--- src/rtl/dvi_video_timing_ctrl.sv ---
// DVI video timing controller: sync/de generation, pixel-fetch requests and a
// three-stage aligned RGB888 output path toward the TMDS encoder.
module dvi_video_timing_ctrl #(
  parameter int          H_SYNC   = 40,
  parameter int          H_BACK   = 220,
  parameter int          H_DISP   = 1280,
  parameter int          H_FRONT  = 110,
  parameter int          V_SYNC   = 5,
  parameter int          V_BACK   = 20,
  parameter int          V_DISP   = 720,
  parameter int          V_FRONT  = 5,
  parameter bit          SYNC_POL = 1'b1,
  parameter logic [23:0] BG_COLOR = 24'h000000
) (
  input  logic        pclk,
  input  logic        reset_n,
  input  logic        enable,
  input  logic [23:0] pixel_data,
  input  logic        pixel_valid,
  input  logic        clr_underflow,
  output logic        pixel_req,
  output logic [11:0] pixel_xpos,
  output logic [11:0] pixel_ypos,
  output logic [23:0] video_din,
  output logic        video_hsync,
  output logic        video_vsync,
  output logic        video_de,
  output logic        frame_start,
  output logic        underflow,
  output logic        running
);

  localparam int          H_TOTAL  = H_SYNC + H_BACK + H_DISP + H_FRONT;
  localparam int          V_TOTAL  = V_SYNC + V_BACK + V_DISP + V_FRONT;
  localparam logic [11:0] H_LAST   = 12'(H_TOTAL - 1);
  localparam logic [11:0] V_LAST   = 12'(V_TOTAL - 1);
  localparam logic [11:0] H_ACT_LO = 12'(H_SYNC + H_BACK);
  localparam logic [11:0] V_ACT_LO = 12'(V_SYNC + V_BACK);
  localparam logic [11:0] H_DISP_W = 12'(H_DISP);
  localparam logic [11:0] V_DISP_W = 12'(V_DISP);
  localparam logic [11:0] H_SYNC_W = 12'(H_SYNC);
  localparam logic [11:0] V_SYNC_W = 12'(V_SYNC);

  typedef enum logic {IDLE, RUN} state_e;

  state_e      state_q, state_d;
  logic [11:0] hCnt_q, hCnt_d, vCnt_q, vCnt_d;

  logic        inRun, hAct, vAct;
  logic [11:0] hOff, vOff;

  logic        req_d, hs1_d, vs1_d, fs1_d;
  logic [11:0] xpos_d, ypos_d;
  logic        req_q, hs1_q, vs1_q, fs1_q;
  logic [11:0] xpos_q, ypos_q;
  logic        de2_q, hs2_q, vs2_q, fs2_q;
  logic [23:0] din_q;
  logic        hsync_q, vsync_q, de_q, fs_q;
  logic        under_q, under_d;

  always_ff @(posedge pclk or negedge reset_n) begin
    if (!reset_n) begin
      state_q <= IDLE;
      hCnt_q  <= '0;
      vCnt_q  <= '0;
    end else begin
      state_q <= state_d;
      hCnt_q  <= hCnt_d;
      vCnt_q  <= vCnt_d;
    end
  end

  // enable only matters in IDLE or on the last pixel of a frame, so a
  // mid-frame drop (or drop-and-restore glitch) never truncates a frame.
  always_comb begin
    state_d = state_q;
    hCnt_d  = hCnt_q;
    vCnt_d  = vCnt_q;
    case (state_q)
      IDLE: begin
        hCnt_d = '0;
        vCnt_d = '0;
        if (enable) state_d = RUN;
      end
      RUN: begin
        if (hCnt_q == H_LAST) begin
          hCnt_d = '0;
          if (vCnt_q == V_LAST) begin
            vCnt_d = '0;
            if (!enable) state_d = IDLE;
          end else begin
            vCnt_d = vCnt_q + 12'd1;
          end
        end else begin
          hCnt_d = hCnt_q + 12'd1;
        end
      end
      default: state_d = IDLE;
    endcase
  end

  // Offset subtraction wraps below the active start, so one unsigned compare
  // covers both bounds and the offset doubles as the pixel coordinate.
  assign inRun  = (state_q == RUN);
  assign hOff   = hCnt_q - H_ACT_LO;
  assign vOff   = vCnt_q - V_ACT_LO;
  assign hAct   = (hOff < H_DISP_W);
  assign vAct   = (vOff < V_DISP_W);

  assign req_d  = inRun & hAct & vAct;
  assign xpos_d = req_d ? hOff : '0;
  assign ypos_d = req_d ? vOff : '0;
  assign hs1_d  = inRun & (hCnt_q < H_SYNC_W);
  assign vs1_d  = inRun & (vCnt_q < V_SYNC_W);
  assign fs1_d  = inRun & (hCnt_q == '0) & (vCnt_q == '0);

  always_ff @(posedge pclk or negedge reset_n) begin
    if (!reset_n) begin
      req_q  <= 1'b0;
      xpos_q <= '0;
      ypos_q <= '0;
      hs1_q  <= 1'b0;
      vs1_q  <= 1'b0;
      fs1_q  <= 1'b0;
      de2_q  <= 1'b0;
      hs2_q  <= 1'b0;
      vs2_q  <= 1'b0;
      fs2_q  <= 1'b0;
    end else begin
      req_q  <= req_d;
      xpos_q <= xpos_d;
      ypos_q <= ypos_d;
      hs1_q  <= hs1_d;
      vs1_q  <= vs1_d;
      fs1_q  <= fs1_d;
      de2_q  <= req_q;
      hs2_q  <= hs1_q;
      vs2_q  <= vs1_q;
      fs2_q  <= fs1_q;
    end
  end

  // The source answers during the stage-2 cycle, so pixel_valid is only
  // meaningful while de2_q is set.
  always_comb begin
    under_d = under_q;
    if (de2_q && !pixel_valid) under_d = 1'b1;
    else if (clr_underflow)    under_d = 1'b0;
  end

  always_ff @(posedge pclk or negedge reset_n) begin
    if (!reset_n) begin
      din_q   <= '0;
      de_q    <= 1'b0;
      hsync_q <= ~SYNC_POL;
      vsync_q <= ~SYNC_POL;
      fs_q    <= 1'b0;
      under_q <= 1'b0;
    end else begin
      din_q   <= de2_q ? (pixel_valid ? pixel_data : BG_COLOR) : '0;
      de_q    <= de2_q;
      hsync_q <= hs2_q ? SYNC_POL : ~SYNC_POL;
      vsync_q <= vs2_q ? SYNC_POL : ~SYNC_POL;
      fs_q    <= fs2_q;
      under_q <= under_d;
    end
  end

  assign pixel_req   = req_q;
  assign pixel_xpos  = xpos_q;
  assign pixel_ypos  = ypos_q;
  assign video_din   = din_q;
  assign video_hsync = hsync_q;
  assign video_vsync = vsync_q;
  assign video_de    = de_q;
  assign frame_start = fs_q;
  assign underflow   = under_q;
  assign running     = inRun;

endmodule

--- config.mk ---
export PLATFORM = sky130hd
export DESIGN_NAME = dvi_video_timing_ctrl
export DESIGN_NICKNAME = d
export VERILOG_FILES = /design/src/rtl/dvi_video_timing_ctrl.sv
export SDC_FILE = /design/constraint.sdc
export NUM_CORES = 1
export LEC_CHECK = 0
export CAP_MARGIN = 10
export CORE_UTILIZATION = 51
export DETAILED_ROUTE_END_ITERATION = 16
export PLACE_DENSITY = 0.8
export SLEW_MARGIN = 25
export SYNTH_ARGS = -nofsm -noshare
export SYNTH_HDL_FRONTEND = slang
export SYNTH_SLANG_ARGS = --single-unit
--- constraint.sdc ---
create_clock -name pclk -period 2.34 [get_ports pclk]
set_input_delay 0.234 -clock pclk [delete_from_list [all_inputs] [get_ports pclk]]
set_output_delay 0.234 -clock pclk [all_outputs]
set_load 0.1 [all_outputs]
# Word level (Yosys, flattened, before mapping)
# Index checks and enable logic that the tools add are counted.
[op_classes]
magnitude_cmp = 4
addsub = 4
bitwise_logic = 7
reduce_logical = 5
n_eq_ne = 3
muxes = 17
[op_table]
columns = ["operator", "count"]
rows = [
  ["12-bit two-way mux", 5],
  ["24-bit two-way mux", 2],
  ["12-bit case mux with 2 select lines", 2],
  ["12-bit by 1-bit adder with 12-bit output (second input constant)", 2],
  ["12-bit logical NOT", 2],
  ["12-bit by 10-bit equality test with 1-bit output (second input constant)", 1],
  ["12-bit by 11-bit equality test with 1-bit output (second input constant)", 1],
  ["12-bit by 10-bit < comparator with 1-bit output (second input constant)", 1],
  ["12-bit by 11-bit < comparator with 1-bit output (second input constant)", 1],
  ["12-bit by 3-bit < comparator with 1-bit output (second input constant)", 1],
  ["12-bit by 6-bit < comparator with 1-bit output (second input constant)", 1],
  ["12-bit by 5-bit subtractor with 12-bit output (second input constant)", 1],
  ["12-bit by 9-bit subtractor with 12-bit output (second input constant)", 1],
  ["1-bit two-way mux", 7],
  ["1-bit bitwise AND", 6],
  ["2-bit by 1-bit inequality test with 1-bit output (second input constant)", 1],
  ["1-bit case mux with 2 select lines", 1],
  ["2-bit nonzero test", 1],
  ["1-bit logical AND", 1],
  ["1-bit logical NOT", 1],
  ["1-bit NOT", 1],
]
[word_totals]
reg_bits = 86

# Logic depth before layout (Yosys ltp)
[depth]
depth_word = 5
depth_mapped = 9

# Worst setup path before layout
# Ideal clock, no wire load.
[synth_timing]
path_type = "register to register"
startpoint = "reg vCnt_q[0]"
endpoint = "reg xpos_q[7] (netlist: pixel_xpos[7])"
slack_ns = 0.178
t_required_ns = 2.229
stages_incl_launch_ff = 10
setup_time_ns = 0.111
synth_period_minus_slack_ns = 2.162
arrival_time_ns = 2.050
cell_sequence = "dfrtp_1 -> buf_6 -> inv_1 -> ha_1 -> nand2b_1 -> a2111oi_0 -> o21bai_1 -> a21oi_1 -> buf_2 -> a2111oi_2"
[synth_via]
elab_chain_cells = 4
[synth_rtl]
columns = ["item", "line_no", "rtl"]
rows = [
  ["start, declared", "47", "logic [11:0] hCnt_q, hCnt_d, vCnt_q, vCnt_d;"],
  ["start signal, assigned", "69", "vCnt_q <= vCnt_d;"],
  ["12-bit by 5-bit subtractor with 12-bit output", "106", "assign vOff = vCnt_q - V_ACT_LO;"],
  ["12-bit by 10-bit < comparator with 1-bit output", "108", "assign vAct = (vOff < V_DISP_W);"],
  ["1-bit bitwise AND", "110", "assign req_d = inRun & hAct & vAct;"],
  ["12-bit two-way mux", "111", "assign xpos_d = req_d ? hOff : '0;"],
  ["net xpos_d[7]", "53", "logic [11:0] xpos_d, ypos_d;"],
  ["end signal, assigned", "131", "xpos_q <= xpos_d;"],
  ["end, declared", "55", "logic [11:0] xpos_q, ypos_q;"],
]
# The timed path passes the listed nets, and every way through them passes these cells.
# A chain may end at the register's enable or synchronous reset.

# Worst setup path in the final report
[layout_timing]
startpoint = "reg vCnt_q[1]"
endpoint = "reg xpos_q[7] (netlist: pixel_xpos[7])"
# Same word-level chain as after synthesis.

==> summary.txt <==
Final Max Slew Viols = 0
Setup crit start kind = register
TNS Setup = 0 ps
Die W = 91.5 um
Tightest Hold Check Type = in -> async
clk_lat worst skew = 360 ps
post-synthesis mux area share = 0.00735
period utilization = 0.958
CP Max Fanout = 20
final core utilization = 0.664
number of global-route vias before repair = 2834
FP Rows = 32
I/O Pins = 84
GRT overflow = 0
Fmax = 446 MHz
largest family of logic cells by synthesized area = simple AND/OR/NAND/NOR gates
post-detailed-routing wire length = 8.74 mm
Post-synth EDFFs = 0
Gate Count Post-Synth = 360
final hold viol count = 0
Inserted Diodes = 0
YS warnings = 0
CTS Buffer Depth = 2
Synth Flop Type = dfrtp_1
max_cap viols = 0
register area share after synthesis = 0.527
DIE HEIGHT = 91.5 um
Max IR drop VDD = 0.000230 V
total leakage power = 2.42 nW
Post-Synth XOR/XNOR Area = 0.0493
GRT Overall Usage = 0.215
slowest CP cell = o311ai_1
hold slack = 356 ps
drt wl/cell = 15.7 um
core area = 7730 um2
vias = 3083
full die area = 8370 um2
CTS H-Tree Depth = 3
DRT Pass-1 Iters = 4
worst slew pin tran = 640 ps
Setup Skew = 14.0 ps
placed cells = 541
Power Dens Cells = 503 nW/um2
top cell family by delay on the critical path = compound AO/OA/AOI/OAI gates
initial antenna violation count = 0
CP cell instances = o311ai_1 -> a221oi_1 -> o21bai_1 -> a21oi_2 -> buf_12 -> a2111oi_2
Adder-Cell Fraction of Synth Area = 0.0276
share of cells above drive strength 1 = 0.292
first-pass GRT wire length = 14.0 mm
initial drt markers = 120
dpl ws = 32.2 ps
design area = 5130 um2
post-route ant nets = 0
post-CTS setup buffer count = 0
fin crit period = 2240 ps
Slew HR = 0.566
clk slew on worst S/H paths = 90 ps
CP Capture Type = register
largest net degree at the start of global routing = 35
kind of critical path = reg -> reg
area delta synth->final = 25.7%
post-synthesis register bit count = 86
Post-Synth Simple-Gate Area = 0.223
Post-Place Cell Area = 4920 um2
fraction of registers with async set/reset = 1.00
gpl congestion = 0.911
CTS tree = done
non-filler cells, final = 558
DP Wirelength = 6.36 mm
Initial Utilization = 0.529
RSZ-0062 raised after global routing = yes
outcome = completed
final worst setup slack = 98.2 ps
vias per cell = 5.53
final setup fails = 0
Yosys cell types = 57
max incr delay on CP = 620 ps
Remaining DRCs = 0
Syn Std Cell Area = 4090 um2
WP buf/inv = 1
Tot Pwr = 2.58 mW
TritonCTS Sinks = 86
complex-gate fraction of the synthesized area = 0.102
port bufs = 83
CTS buffer count = 9
Crit path required time = 2590 ps
Root Driver = clkbuf_8
# nets final = 489
CP arrival = 2490 ps
synthesized area per cell = 11.3 um2
## placed cells by master (no fill, tap or decap), types with 3 or more instances in the layout
cell type and n:
or3_1 3, a21oi_1 9, o22ai_1 4, and3_1 28
dfrtp_1 86, nor3_1 8, buf_12 3, conb_1 3
nor4_2 18, clkdlybuf4s50_1 27, o21ai_0 17, nand3_1 6
nand4b_1 3, inv_1 13, ha_1 7, nor4_1 3
inv_6 3, o31ai_1 6, xnor2_1 14, nor2_1 20
and2_1 3, xor2_1 9, mux2i_1 3, nand2_1 24
nor2b_1 3, clkbuf_8 10, buf_4 77
## worst paths after layout
path,startpoint,to,slack [ps],depth (start not counted)
setup / recovery,vCnt_q[1]$_DFFE_PN0P_,pixel_xpos[7]$_DFF_PN0_,100,6
max in group asynchronous,reset_n,pixel_xpos[8]$_DFF_PN0_,1290,3
setup reg to reg,vCnt_q[1]$_DFFE_PN0P_,pixel_xpos[7]$_DFF_PN0_,100,6
hold / removal,reset_n,pixel_ypos[10]$_DFF_PN0_,360,2
min in group pclk,vs1_q$_DFF_PN0_,vs2_q$_DFF_PN0_,360,0
hold reg to reg,vs1_q$_DFF_PN0_,vs2_q$_DFF_PN0_,360,0
## layout make-up
cell class              instances  area (um2)
clock buffers                  10         138
clock inverters                 6        50.0
fillers                       574        2590
inverters                      13        48.8
multi-input cells             233        1700
flip-flops and latches         86        2150
well taps                     102         128
repair buffers                108         918
## routing by layer
layer	up-vias	track usage	share of wire
met2	133	0.333	0.46
met3	8	0.0553	0.073
met1	1495	0.299	0.45
met5	-	0	0
li1	1447	-	-
met4	0	0.0622	0.012
## Yosys cell counts (3+ instances only)
| cell type | count | area [um2] |
|---|---|---|
| ha_1 | 9 | 113 |
| o21ai_0 | 17 | 85.1 |
| clkbuf_1 | 10 | 37.5 |
| a21oi_1 | 10 | 50.1 |
| o31ai_1 | 6 | 45.0 |
| nor4_1 | 3 | 18.8 |
| nand2_1 | 24 | 90.1 |
| inv_1 | 13 | 48.8 |
| and3_1 | 28 | 175 |
| buf_6 | 8 | 90.1 |
| buf_4 | 6 | 45.0 |
| xor2_1 | 9 | 78.8 |
| nand3_1 | 6 | 30.0 |
| o22ai_1 | 4 | 25.0 |
| dfrtp_1 | 86 | 2150 |
| xnor2_1 | 14 | 123 |
| mux2i_1 | 3 | 30.0 |
| nor2_1 | 20 | 75.1 |
| buf_2 | 4 | 20.0 |
| nor2b_1 | 3 | 18.8 |
| nor4_2 | 18 | 225 |
| and2_1 | 3 | 18.8 |
| or3_1 | 3 | 18.8 |
| nand4b_1 | 3 | 26.3 |
| nor3_1 | 8 | 40.0 |
## report_power, final
group | switching (mW) | total [mW] | internal (mW)
clock network | 0.561 | 0.988 | 0.428
logic | 0.0604 | 0.108 | 0.0473
registers | 0.000676 | 1.49 | 1.49
total | 0.622 | 2.58 | 1.96
## kinds of logic after synthesis
logic type,count (synthesis)
AO/OA/AOI/OAI,55
XOR/XNOR,23
adder cells (fa/ha/maj),9
buffers and inverters,43
flip-flops,86
multiplexers,3
other,1
AND/OR/NAND/NOR,140
## registers in the layout (all words and copies together) (netlist names), 12 cells and up
signal      flops
pixel_ypos     12
hCnt_q         12
video_din      24
vCnt_q         12
pixel_xpos     12
## repair_timing
item,4_1_cts,5_1_grt
gates resized for setup,0,4
setup endpoints to repair,0,5
endpoints found under the hold margin,32,0
hold buffers,1,0
(Power assumes the default switching activity.)
